<file path="src/rtl/fpu_issue_ctrl.sv">
// fpu_issue_ctrl: registered issue/capture wrapper around the combinational FPU add/sub.
// Requests are accepted on a valid/ready handshake, and the operands are held in registers that
// drive the FPU. After WAIT_CYC cycles the FPU result is sampled and offered on a valid/ready
// result handshake.
// Optional build macro FPU_FLAGS_EN adds o_res_flags = {nan, inf, zero, sign}. The flags are
// decoded from the sampled result and registered on the same edge as o_res_data.
module fpu_issue_ctrl #(
   parameter int unsigned NUM_OP   = 1,
   parameter int unsigned WAIT_CYC = 1
) (
   input  logic              i_clk,
   input  logic              i_rst_n,
   input  logic              i_req_valid,
   output logic              o_req_ready,
   input  logic [NUM_OP-1:0] i_req_op,
   input  logic [31:0]       i_req_a,
   input  logic [31:0]       i_req_b,
   output logic [NUM_OP-1:0] o_fpu_op,
   output logic [31:0]       o_fpu_a,
   output logic [31:0]       o_fpu_b,
   input  logic [31:0]       i_fpu_result,
   output logic              o_res_valid,
   input  logic              i_res_ready,
   output logic [31:0]       o_res_data,
`ifdef FPU_FLAGS_EN
   output logic [3:0]        o_res_flags,
`endif
   output logic              o_busy
);

   localparam logic [1:0] StIdle = 2'd0;
   localparam logic [1:0] StExec = 2'd1;
   localparam logic [1:0] StDone = 2'd2;

   localparam logic [3:0] CntLoad = 4'(WAIT_CYC - 1);

   logic [1:0]        state_q, state_d;
   logic [3:0]        cnt_q, cnt_d;
   logic              res_valid_q, res_valid_d;
   logic [NUM_OP-1:0] fpu_op_q;
   logic [31:0]       fpu_a_q, fpu_b_q, res_data_q;
   logic              load, capture, req_fire;

   // Ready depends only on state, except in DONE where it follows the result consumer
   // so that a new request can be accepted in the same cycle the result drains.
   always_comb begin
      o_req_ready = 1'b0;
      case (state_q)
         StIdle:  o_req_ready = 1'b1;
         StDone:  o_req_ready = i_res_ready;
         default: o_req_ready = 1'b0;
      endcase
   end

   assign req_fire = i_req_valid & o_req_ready;

   // Next-state, counter and load/capture strobes
   always_comb begin
      state_d     = state_q;
      cnt_d       = cnt_q;
      res_valid_d = res_valid_q;
      load        = 1'b0;
      capture     = 1'b0;
      case (state_q)
         StIdle: begin
            if (req_fire) begin
               load    = 1'b1;
               cnt_d   = CntLoad;
               state_d = StExec;
            end
         end
         StExec: begin
            if (cnt_q != 4'd0) begin
               cnt_d = cnt_q - 4'd1;
            end else begin
               capture     = 1'b1;
               res_valid_d = 1'b1;
               state_d     = StDone;
            end
         end
         StDone: begin
            if (i_res_ready) begin
               res_valid_d = 1'b0;
               if (req_fire) begin
                  // Back-to-back issue, no IDLE bubble
                  load    = 1'b1;
                  cnt_d   = CntLoad;
                  state_d = StExec;
               end else begin
                  state_d = StIdle;
               end
            end
         end
         default: state_d = StIdle;
      endcase
   end

   // State, counter and result-valid registers
   always_ff @(posedge i_clk or negedge i_rst_n) begin
      if (!i_rst_n) begin
         state_q     <= StIdle;
         cnt_q       <= 4'd0;
         res_valid_q <= 1'b0;
      end else begin
         state_q     <= state_d;
         cnt_q       <= cnt_d;
         res_valid_q <= res_valid_d;
      end
   end

   // Operand registers feeding the FPU, which change only on a request transfer
   always_ff @(posedge i_clk or negedge i_rst_n) begin
      if (!i_rst_n) begin
         fpu_op_q <= '0;
         fpu_a_q  <= 32'd0;
         fpu_b_q  <= 32'd0;
      end else if (load) begin
         fpu_op_q <= i_req_op;
         fpu_a_q  <= i_req_a;
         fpu_b_q  <= i_req_b;
      end
   end

   // Result register, sampled once when the settle interval expires
   always_ff @(posedge i_clk or negedge i_rst_n) begin
      if (!i_rst_n) begin
         res_data_q <= 32'd0;
      end else if (capture) begin
         res_data_q <= i_fpu_result;
      end
   end

`ifdef FPU_FLAGS_EN
   logic [3:0] flags_d, flags_q;

   // Classify the raw FPU result as {nan, inf, zero, sign}
   always_comb begin
      flags_d    = 4'd0;
      flags_d[3] = (i_fpu_result[30:23] == 8'hFF) && (i_fpu_result[22:0] != 23'd0);
      flags_d[2] = (i_fpu_result[30:23] == 8'hFF) && (i_fpu_result[22:0] == 23'd0);
      flags_d[1] = (i_fpu_result[30:0] == 31'd0);
      flags_d[0] = i_fpu_result[31];
   end

   // Flags are captured alongside the result data
   always_ff @(posedge i_clk or negedge i_rst_n) begin
      if (!i_rst_n) begin
         flags_q <= 4'd0;
      end else if (capture) begin
         flags_q <= flags_d;
      end
   end

   assign o_res_flags = flags_q;
`endif

   assign o_fpu_op    = fpu_op_q;
   assign o_fpu_a     = fpu_a_q;
   assign o_fpu_b     = fpu_b_q;
   assign o_res_valid = res_valid_q;
   assign o_res_data  = res_data_q;
   assign o_busy      = (state_q == StExec) || (state_q == StDone);

endmodule

</file>
<file path="config.mk">
export PLATFORM = sky130hd
export DESIGN_NAME = fpu_issue_ctrl
export DESIGN_NICKNAME = d
export VERILOG_FILES = /design/src/rtl/fpu_issue_ctrl.sv
export SDC_FILE = /design/constraint.sdc
export NUM_CORES = 1
export LEC_CHECK = 0
export BUFFER_PORTS_ARGS = -buffer_cell sky130_fd_sc_hd__buf_4
export CAP_MARGIN = 25
export CORE_MARGIN = 2
export CORE_UTILIZATION = 50
export DETAILED_ROUTE_END_ITERATION = 6
export PLACE_DENSITY = 0.88
export SLEW_MARGIN = 10
export SYNTH_ARGS = -nofsm -noshare
export SYNTH_HDL_FRONTEND = slang
export SYNTH_SLANG_ARGS = --single-unit
</file>
<file path="constraint.sdc">
create_clock -name i_clk -period 4.2 [get_ports i_clk]
set_clock_uncertainty 0.2 [all_clocks]
set_input_delay 0.42 -clock i_clk [delete_from_list [all_inputs] [get_ports i_clk]]
set_output_delay 0.42 -clock i_clk [all_outputs]
set_load 0.03 [all_outputs]
</file>
==> results of run 1 <==
-- kinds of logic (layout without fill, tap and decap cells) --
logic type               count (synthesis)  after routing
buffers and inverters                   16            227
AO/OA/AOI/OAI                           14             14
multiplexers                            99             99
AND/OR/NAND/NOR                         18             18
flip-flops                             104            104
adder cells (fa/ha/maj)                  5              5
-- path summary, 6_finish.rpt --
| kind | start | endpoint | slack, ns | cells after the start |
|---|---|---|---|---|
| worst max-delay path | state_q[0] | o_fpu_a[2] | 1.64 | 7 |
| worst min-delay path | i_req_b[27] | o_fpu_b[27] | 0.08 | 2 |
| worst max register to register | state_q[0] | o_fpu_a[2] | 1.64 | 7 |
| worst min register to register | o_fpu_a[9] | o_fpu_a[9] | 0.32 | 1 |
| max in group asynchronous | i_rst_n | o_fpu_a[7] | 2.81 | 3 |
| min in group asynchronous | i_rst_n | o_res_data[19] | 0.32 | 2 |
-- Yosys cell counts, drive strengths merged --
cell type | n | area share
or4 | 1 | 0.0017
a2111o | 1 | 0.0026
a22o | 2 | 0.0041
mux2 | 97 | 0.30
o21a | 1 | 0.0017
nand2 | 5 | 0.0055
mux2i | 2 | 0.0046
o22a | 1 | 0.0020
ha | 5 | 0.015
dfrtp | 104 | 0.60
or2 | 1 | 0.0015
a21oi | 1 | 0.0012
nor2 | 2 | 0.0017
nand3 | 1 | 0.0012
nand3b | 1 | 0.0017
nor3 | 1 | 0.0012
nor3b | 2 | 0.0061
a211o | 1 | 0.0020
clkbuf | 1 | 0.00087
o21ai | 6 | 0.0070
a31oi | 1 | 0.0015
nand2b | 3 | 0.0061
inv | 5 | 0.0044
or3 | 1 | 0.0015
buf | 10 | 0.025
-- through the flow --
step | total power [W] | instance area (um^2) | cells | setup slack (ns)
after floorplan | 0.00395 | 4310 | 256 | 2.24
after global placement | 0.00495 | 5870 | 554 | 1.75
after detailed placement | 0.00506 | 5870 | 554 | 1.65
after CTS | 0.00564 | 6050 | 570 | 1.63
after global routing | 0.00588 | 6090 | 572 | 1.46
final | 0.00560 | 6090 | 572 | 1.64
-- state kept, by name, summed over array words and instances, names as in the netlist --
name and count:
cnt_q 4, o_res_data 32, o_fpu_op 1, o_res_valid 1, state_q 2, o_fpu_a 32, o_fpu_b 32
-- layer usage --
layer / wire length (um) / global-route usage / share of wire / vias to the layer above
li1: - / - / - / 1308
met1: 3860 / 0.261 / 0.39 / 1437
met2: 5300 / 0.378 / 0.54 / 116
met3: 528 / 0.0556 / 0.054 / 14
met4: 140 / 0.0639 / 0.014 / 0
met5: 0 / 0 / 0 / -
-- worst max-delay path: cells and delay by family, from the launching register on --
family | cells | cell delay, ns
mux | 1 | 0.36
flops | 1 | 0.41
buf+inv | 2 | 0.48
simple gates | 3 | 0.73
fa+ha+maj | 1 | 0.27
-- layout by cell type (no fill, tap or decap), types with 2 or more instances in the layout --
cell type and n:
sky130_fd_sc_hd__clkinv_4 2, sky130_fd_sc_hd__o21ai_0 5, sky130_fd_sc_hd__a22o_1 2, sky130_fd_sc_hd__nor2_1 2, sky130_fd_sc_hd__nand2_1 2, sky130_fd_sc_hd__ha_1 5
sky130_fd_sc_hd__clkinvlp_4 2, sky130_fd_sc_hd__mux2_4 50, sky130_fd_sc_hd__nand2_2 2, sky130_fd_sc_hd__mux2_2 47, sky130_fd_sc_hd__clkbuf_8 9, sky130_fd_sc_hd__dfrtp_1 104
sky130_fd_sc_hd__nand2b_1 2, sky130_fd_sc_hd__mux2i_1 2, sky130_fd_sc_hd__inv_1 5, sky130_fd_sc_hd__buf_4 204
-- power by group through the flow --
| stage | logic, W | registers [W] | clock network (W) |
|---|---|---|---|
| 2_1_floorplan | 0.00119 | 0.00275 | 0 |
| 3_3_place_gp | 0.00315 | 0.00180 | 0 |
| 3_5_place_dp | 0.00323 | 0.00182 | 0 |
| 4_1_cts | 0.00324 | 0.00181 | 0.000595 |
| 5_1_grt | 0.00337 | 0.00188 | 0.000637 |
| 6_report | 0.00321 | 0.00181 | 0.000578 |
-- area by class of cell --
class | instances | area [um^2] | share of cell area
clock buffer | 10 | 128 | 0.0210
multi-input combinational | 136 | 1590 | 0.261
clock inverter | 6 | 52.6 | 0.00863
timing repair buffer | 206 | 1570 | 0.258
tap | 105 | 131 | 0.0216
inverter | 5 | 18.8 | 0.00308
sequential | 104 | 2600 | 0.427
-- what timing repair did --
| item | in CTS | in global routing |
|---|---|---|
| hold endpoints to repair | 0 | 22 |
| setup buffers | 0 | 0 |
| hold buffers | 0 | 1 |
| resized for setup | 0 | 0 |
==> results.md, run 1 <==
| Item | Reported |
| --- | --- |
| Number of vias per cell | 5.03 |
| Count of mapped cells out of synthesis | 256 |
| Fillcell total | 545 |
| Chip height | 96.9 um |
| Peak supply drop | 0.000548 V |
| Number of maximum-capacitance constraint violations | 0 |
| Total global routing overflow | 0 |
| Tightest hold margin | 0.0773 ns |
| Slew Viols, Final | 0 |
| # DRC | 0 |
| Mux share of post-synthesis cell area | 0.302 |
| Netlist Area Pre-Place | 4310 um^2 |
| Crit path cell chain | inv_1 -> ha_1 -> nand2_2 -> nand2_2 -> nand2_4 -> buf_4 -> mux2_2 |
| Sw Share | 0.426 |
| Core Area | 8300 um^2 |
| Fraction of the yosys area taken by sequential cells | 0.604 |
| Static leakage power | 3.09 nW |
| Sequential fraction of design power | 0.323 |
| CTS tree | done |
| HPWL reported at the end of detailed placement | 7370 um |
| Final-report hold violation count | 0 |
| Synth Area in Adders | 0.0145 |
| Number of antenna violations at the first check in global routing | 0 |
| Period minus WS final | 2.56 ns |
| Dominant combinational cell family by area after synthesis | multiplexers |
| Final cycle utilization of the critical path | 0.609 |
| Post-layout nets | 568 |
| Row count | 33 |
| Power density of the placed cells | 920 nW/um^2 |
| Run status | finished, final reports clean |
| Via count of the first global-routing pass | 3161 |
| Simple-gate area share of the yosys netlist | 0.0282 |
| Clock power share | 0.103 |
| Critical setup path kind | reg -> reg |
| Clock-pin slew of the registers on the worst-case setup and hold paths | 0.11 ns |
| Starting density of the core | 0.519 |
| RSZ-0062 raised after global routing | no |
| H-tree depth reported by CTS | 3 |
| Fmax | 0.391 GHz |
| Combinational share of power | 0.573 |
| Net switching power figure | 0.00239 W |
| WL final | 9830 um |
| Post-route ant nets | 0 |
| Iter 0 DRT Violations | 80 |
| Total Negative Setup Slacks | 0 ns |
| Count of pins on the block boundary | 201 |
| Number of buffers created by CTS | 9 |
| Min-delay worst type | in -> reg |
| Share of the core filled with cells | 0.734 |
| First-pass GRT wire length | 16200 um |
| Overall routing resource usage | 0.215 |
| Area delta synth->final | 41.2% |
| Critical-path maximum fanout | 42 |
| Worst endpoint data arrival time | 2.60 ns |
| Xor-xnor portion of the synthesized cell area | 0 |
| Worst Setup Start Kind | flip-flop |
| Setup crit end kind | flip-flop |
| Vias after detailed routing | 2875 |
| Largest stage delay, worst path | 0.55 ns |
| Worst Tran Pin Value | 0.725 ns |
| Number of failing setup endpoints in the final timing report | 0 |
| Buffer type at the clock tree root | sky130_fd_sc_hd__clkbuf_8 |
| WP data required | 4.24 ns |
| Synthesized netlist net count | 362 |
| Most numerous cell on the critical path | sky130_fd_sc_hd__nand2_2 |
| Compound-gate portion of the synthesized area | 0.0221 |
| Max Buffers Root-to-Sink | 2 |
| Later-pin clock latency in the skew report | 0.35 ns |
| Total inserted antenna cells | 0 |
| Iteration count of the initial detailed-routing pass | 4 |
| Internal power | 0.00321 W |
| X dimension of the die | 96.9 um |
| Netlist cell types | 31 |
| Share of final-layout standard cells stronger than drive strength 1 | 0.690 |
| Maximum number of pins on one net before global-route repair | 77 |
| Synthesized flop and latch total | 104 |
| IO buf count | 200 |
| Clock net sink count | 104 |
| Global placement routability congestion | 0.782 |
| Rel. slew slack | 0.516 |
| Drt wl/cell | 17.2 um |
| Full die area | 9380 um^2 |
| Avg Synthesized Cell Area | 16.8 um^2 |
| Count of yosys warnings during synthesis | 0 |
| Highest-delay cell along the critical path | sky130_fd_sc_hd__nand2_4 |
Power figures use the tool's default switching activity.
==> inputs of run 2 (changes only) <==
Settings changed: CORE_UTILIZATION 50 to 47, PLACE_DENSITY 0.88 to 0.84.
Clock period 4.2 ns to 2.53 ns, I/O delays scaled along.
==> results.md, run 2 (synthesized netlist as in run 1, its figures left out) <==
| Item | Reported |
| --- | --- |
| Critical setup path kind | reg -> reg |
| RSZ-0062 raised after global routing | no |
| Worst endpoint data arrival time | 2.24 ns |
| Final cycle utilization of the critical path | 0.874 |
| Number of antenna violations at the first check in global routing | 1 |
| Final-report hold violation count | 0 |
| Post-route ant nets | 0 |
| Crit path cell chain | inv_1 -> ha_1 -> nor3b_4 -> buf_12 -> mux2_2 |
| Largest stage delay, worst path | 0.44 ns |
| HPWL reported at the end of detailed placement | 7170 um |
| Clock-pin slew of the registers on the worst-case setup and hold paths | 0.10 ns |
| First-pass GRT wire length | 19300 um |
| Peak supply drop | 0.000968 V |
| Critical-path maximum fanout | 32 |
| Maximum number of pins on one net before global-route repair | 67 |
| Full die area | 9950 um^2 |
| WL final | 12300 um |
| Vias after detailed routing | 3253 |
| Slew Viols, Final | 0 |
| Run status | finished, final reports clean |
| H-tree depth reported by CTS | 3 |
| IO buf count | 200 |
| Final instance area | 7080 um^2 |
| Buffer and inverter count on the worst path | 2 |
| CTS tree | done |
| Most common cell after layout, fill and taps aside | sky130_fd_sc_hd__buf_4 |
| Top cell family by delay on the critical path | flip-flops |
| # DRC | 0 |
| Iter 0 DRT Violations | 72 |
| Clock net sink count | 104 |
| Count of pins on the block boundary | 201 |
| Number of buffers created by CTS | 9 |
| Fmax | 0.452 GHz |
| Number of vias per cell | 4.84 |
| Total Negative Setup Slacks | 0 ns |
| Period minus WS final | 2.21 ns |
| Area delta synth->final | 64.3% |
| WP data required | 2.56 ns |
| Min-delay worst type | in -> reg |
| Later-pin clock latency in the skew report | 0.35 ns |
| Highest-delay cell along the critical path | sky130_fd_sc_hd__dfrtp_1 |
| Buffer type at the clock tree root | sky130_fd_sc_hd__clkbuf_8 |
| Power density of the placed cells | 1350 nW/um^2 |
| Number of failing setup endpoints in the final timing report | 0 |
| Max Buffers Root-to-Sink | 2 |
| Number of maximum-capacitance constraint violations | 0 |
| Global placement routability congestion | 0.779 |
| Share of final-layout standard cells stronger than drive strength 1 | 0.568 |
| Via count of the first global-routing pass | 3679 |
| Setup crit end kind | flip-flop |
| Drt wl/cell | 18.3 um |
| Overall routing resource usage | 0.252 |
| Core Area | 8810 um^2 |
| Iteration count of the initial detailed-routing pass | 4 |
| Post-layout nets | 664 |
| Static leakage power | 3.50 nW |
| Rel. slew slack | 0.657 |
| Buffers inserted by post-CTS timing repair | 0 |
| Area after detailed placement | 5920 um^2 |
| Starting density of the core | 0.489 |
| Row count | 34 |
| Worst Setup Start Kind | flip-flop |
| X dimension of the die | 99.8 um |
| Commonest cells after routing, fill and taps aside | sky130_fd_sc_hd__buf_4 (200), sky130_fd_sc_hd__dfrtp_1 (104), sky130_fd_sc_hd__dlygate4sd3_1 (98), sky130_fd_sc_hd__mux2_4 (50), sky130_fd_sc_hd__mux2_2 (47) |
| Worst Tran Pin Value | 0.515 ns |
| Total global routing overflow | 0 |
| Chip height | 99.8 um |
-- run 2: power breakdown --
group          total [W]  switching [W]  internal, W  leakage, nW
combinational    0.00557        0.00298      0.00259         2.19
clock           0.000949       0.000560     0.000389       0.0830
sequential       0.00305       0.000542      0.00251         1.23
-- run 2: through the flow --
| step | utilization | hold WS [ns] | setup slack (ns) | cells | power (W) |
|---|---|---|---|---|---|
| final | 0.804 | 0.0695 | 0.318 | 672 | 0.00958 |
| after global routing | 0.804 | 0.0736 | 0.210 | 672 | 0.0100 |
| after CTS | 0.804 | 0.0472 | 0.381 | 671 | 0.00952 |
| after detailed placement | 0.673 | 0.0610 | 0.397 | 557 | 0.00843 |
| after global placement | 0.673 | 0.0509 | 0.503 | 557 | 0.00827 |
| after floorplan | - | -0.243 | 0.570 | 256 | 0.00656 |
-- run 2: layer usage --
layer | part of all wire | global-route usage
met5 | 0 | 0
met4 | 0.028 | 0.0991
met3 | 0.051 | 0.0394
met2 | 0.55 | 0.473
met1 | 0.37 | 0.285
-- run 2: path summary, 6_finish.rpt --
kind / start / cells past startpoint / slack, ns / to
max in group asynchronous: i_rst_n / 3 / 1.18 / o_fpu_b[23]
hold / removal: i_res_ready / 3 / 0.07 / o_res_valid
min in group asynchronous: i_rst_n / 2 / 0.22 / o_fpu_a[22]
setup / recovery: state_q[1] / 5 / 0.32 / o_res_data[5]
hold reg to reg: o_fpu_b[24] / 1 / 0.32 / o_fpu_b[24]
setup reg to reg: state_q[1] / 5 / 0.32 / o_res_data[5]
-- run 2: area by class of cell --
type                            instances  area [um^2]
Sequential cell                       104         2600
Antenna cell                            1         2.50
Multi-Input combinational cell        136         1590
Tap cell                              108          135
Timing Repair Buffer                  302         2560
Clock inverter                          4         28.8
Clock buffer                           12          145
Inverter                                5         18.8
Fill cell                             462         1720
-- run 2: worst min-delay path: cells and delay by family --
| kind | cells | cell delay, ns |
|---|---|---|
| compound gates | 1 | 0.13 |
| buf+inv | 1 | 0.12 |
| simple gates | 1 | 0.08 |
-- run 2: repair_timing --
item                                    CTS  global route
hold buffers                             98             0
endpoints found under the hold margin   135             0
gates resized for setup                   0             0
endpoints found under the setup margin    0             0
==> inputs of run 3 (changes only) <==
Settings changed: ABC_AREA set to 1, PLACE_DENSITY 0.84 to 0.83.
==> results.md, run 3 <==
| Item | Reported |
| --- | --- |
| Most common cell in the synthesized netlist | sky130_fd_sc_hd__nand2_1 |
| Area delta synth->final | 61.5% |
| Post-synth top area share | 0.595 |
| Sequential fraction of design power | 0.331 |
| Hold Path Depth | 4 |
| Startpoint of the worst setup timing path | state_q[0] |
| Max Buffers Root-to-Sink | 2 |
| Sw Share | 0.478 |
| Startpoint of the worst hold path | i_res_ready |
| Worst Setup Start Kind | flip-flop |
| First-pass GRT wire length | 21700 um |
| Number of failing setup endpoints in the final timing report | 0 |
| Setup crit end kind | output port |
| Synthesized flop and latch total | 104 |
| Core Area | 9150 um^2 |
| Post-synth EDFFs | 0 |
| Post-layout nets | 885 |
| Maximum number of pins on one net before global-route repair | 69 |
| CTS-repair resized insts | 0 |
| WHS Endpoint | o_res_valid |
| Synthesized netlist net count | 598 |
| FFs w/ async S/R, synth | 1.00 |
| Final-report hold violation count | 0 |
| Iter 0 DRT Violations | 158 |
| Clock-pin slew of the registers on the worst-case setup and hold paths | 0.09 ns |
| Full die area | 10100 um^2 |
| HPWL reported at the end of detailed placement | 7570 um |
| Buffer type at the clock tree root | sky130_fd_sc_hd__clkbuf_8 |
| PnR Total Power | 0.00902 W |
| X dimension of the die | 100 um |
| Most common cell after layout, fill and taps aside | sky130_fd_sc_hd__buf_4 |
| Chip height | 100 um |
| Fmax | 0.440 GHz |
| RSZ-0062 raised after global routing | no |
| Drt wl/cell | 15.3 um |
| Clock power share | 0.118 |
| Slew Viols, Final | 0 |
| Post-route ant nets | 0 |
| Total inserted antenna cells | 0 |
| Count of yosys warnings during synthesis | 0 |
| Ranking of synthesized cells by instance count | sky130_fd_sc_hd__nand2_1 (186), sky130_fd_sc_hd__dfrtp_1 (104), sky130_fd_sc_hd__nand3_1 (70) |
| Most area-hungry cell type in the Yosys netlist | sky130_fd_sc_hd__dfrtp_1 |
| Starting density of the core | 0.478 |
| Number of buffers created by CTS | 9 |
| Static leakage power | 3.87 nW |
| Vias after detailed routing | 4490 |
| IO buf count | 200 |
| Worst R2R Start | state_q[1] |
| Endpoint of the lowest-slack register-to-register path | o_res_data[2] |
| CTS tree | done |
| Commonest cells after routing, fill and taps aside | sky130_fd_sc_hd__buf_4 (205), sky130_fd_sc_hd__nand2_1 (185), sky130_fd_sc_hd__dfrtp_1 (104), sky130_fd_sc_hd__dlygate4sd3_1 (98), sky130_fd_sc_hd__nand3_1 (70) |
| Via count of the first global-routing pass | 4544 |
| Number of maximum-capacitance constraint violations | 0 |
| Share of final-layout standard cells stronger than drive strength 1 | 0.291 |
| Final cycle utilization of the critical path | 0.898 |
| Net switching power figure | 0.00431 W |
| Run status | finished, final reports clean |
| Count of mapped cells out of synthesis | 492 |
| Critical-path maximum fanout | 68 |
| Total Negative Setup Slacks | 0 ns |
| Critical setup path kind | reg -> out |
| WP data required | 2.08 ns |
| Share of the core filled with cells | 0.772 |
| Internal power | 0.00471 W |
| Worst endpoint data arrival time | 1.82 ns |
| Peak supply drop | 0.000978 V |
| Netlist Area Pre-Place | 4370 um^2 |
| Min-delay worst type | in -> reg |
| Later-pin clock latency in the skew report | 0.35 ns |
| Total global routing overflow | 0 |
| Count of pins on the block boundary | 201 |
| Number of vias per cell | 5.02 |
| Period minus WS final | 2.27 ns |
| WL final | 13700 um |
| Clock net sink count | 104 |
| Top cells by area, synth | sky130_fd_sc_hd__dfrtp_1 (60%), sky130_fd_sc_hd__nand2_1 (16%), sky130_fd_sc_hd__nand3_1 (8.0%) |
| Number of cells on the worst reg-to-reg path | 6 |
| Rel. slew slack | 0.642 |
| Power density of the placed cells | 1280 nW/um^2 |
| Netlist cell types | 21 |
| Avg Synthesized Cell Area | 8.89 um^2 |
| Worst Tran Pin Value | 0.537 ns |
| Global placement routability congestion | 0.763 |
| Combinational share of power | 0.552 |
| Dominant synthesized flop cell | sky130_fd_sc_hd__dfrtp_1 |
| # DRC | 0 |
| H-tree depth reported by CTS | 3 |
| Overall routing resource usage | 0.271 |
| Fraction of the yosys area taken by sequential cells | 0.595 |
| Slack of the worst reg-to-reg path | 0.58 ns |
| Iteration count of the initial detailed-routing pass | 5 |
| Number of antenna violations at the first check in global routing | 0 |
| Row count | 35 |
-- run 3: what timing repair did --
item                      CTS  global route
hold buffers               98             0
hold endpoints to repair  128             0
buffers inserted            0             0
-- run 3: cells by family (layout without fill, tap and decap cells) --
logic type               after synthesis  count (layout)  synth area share
AND/OR/NAND/NOR                      269             269             0.254
flip-flops                           104             104             0.595
buffers and inverters                 74             366            0.0881
AO/OA/AOI/OAI                         39              39            0.0469
adder cells (fa/ha/maj)                5               5            0.0143
XOR/XNOR                               1               1           0.00200
-- run 3: how the worst max path moves through the flow --
stage             endpoint
5_1_grt        o_req_ready
6_report       o_req_ready
3_3_place_gp   o_req_ready
4_1_cts        o_req_ready
2_1_floorplan  o_fpu_a[13]
3_5_place_dp    o_fpu_a[3]
-- run 3: final cells by class --
cell class / count / area (um^2)
Timing Repair Buffer: 305 / 2560
Tap cell: 111 / 139
Sequential cell: 104 / 2600
Clock buffer: 11 / 141
Clock inverter: 5 / 65.1
Fill cell: 538 / 2090
Inverter: 45 / 169
Multi-Input combinational cell: 314 / 1390
-- run 3: power groups by stage --
stage | Clock (W) | Sequential (W) | Combinational [W]
5_1_grt | 0.00117 | 0.00306 | 0.00535
6_report | 0.00106 | 0.00298 | 0.00498
4_1_cts | 0.00109 | 0.00294 | 0.00489
3_3_place_gp | 0 | 0.00293 | 0.00465
2_1_floorplan | 0 | 0.00441 | 0.00161
3_5_place_dp | 0 | 0.00296 | 0.00478
-- run 3: metal layers --
layer	share of wire	global-route usage	routed length [um]
met1	0.40	0.337	5450
met5	0	0	0
met3	0.097	0.0763	1330
met2	0.49	0.454	6660
met4	0.021	0.100	290
-- run 3: worst max-delay path, stage by stage, from the launching register on --
cell and delay, ns:
sky130_fd_sc_hd__dfrtp_1 0.44, sky130_fd_sc_hd__inv_1 0.12, sky130_fd_sc_hd__ha_1 0.20, sky130_fd_sc_hd__nand2_1 0.08, sky130_fd_sc_hd__nand2_2 0.10, sky130_fd_sc_hd__buf_12 0.27
sky130_fd_sc_hd__buf_4 0.22
-- run 3: per-stage QoR --
step	hold WS [ns]	setup WS (ns)	std cells	cell area, um^2
after global routing	0.123	0.164	895	7060
after global placement	0.0189	0.720	781	5880
after CTS	0.0569	0.254	895	7060
final	0.0909	0.257	895	7060
after floorplan	-0.243	0.936	492	4370
after detailed placement	0.0307	0.641	781	5880
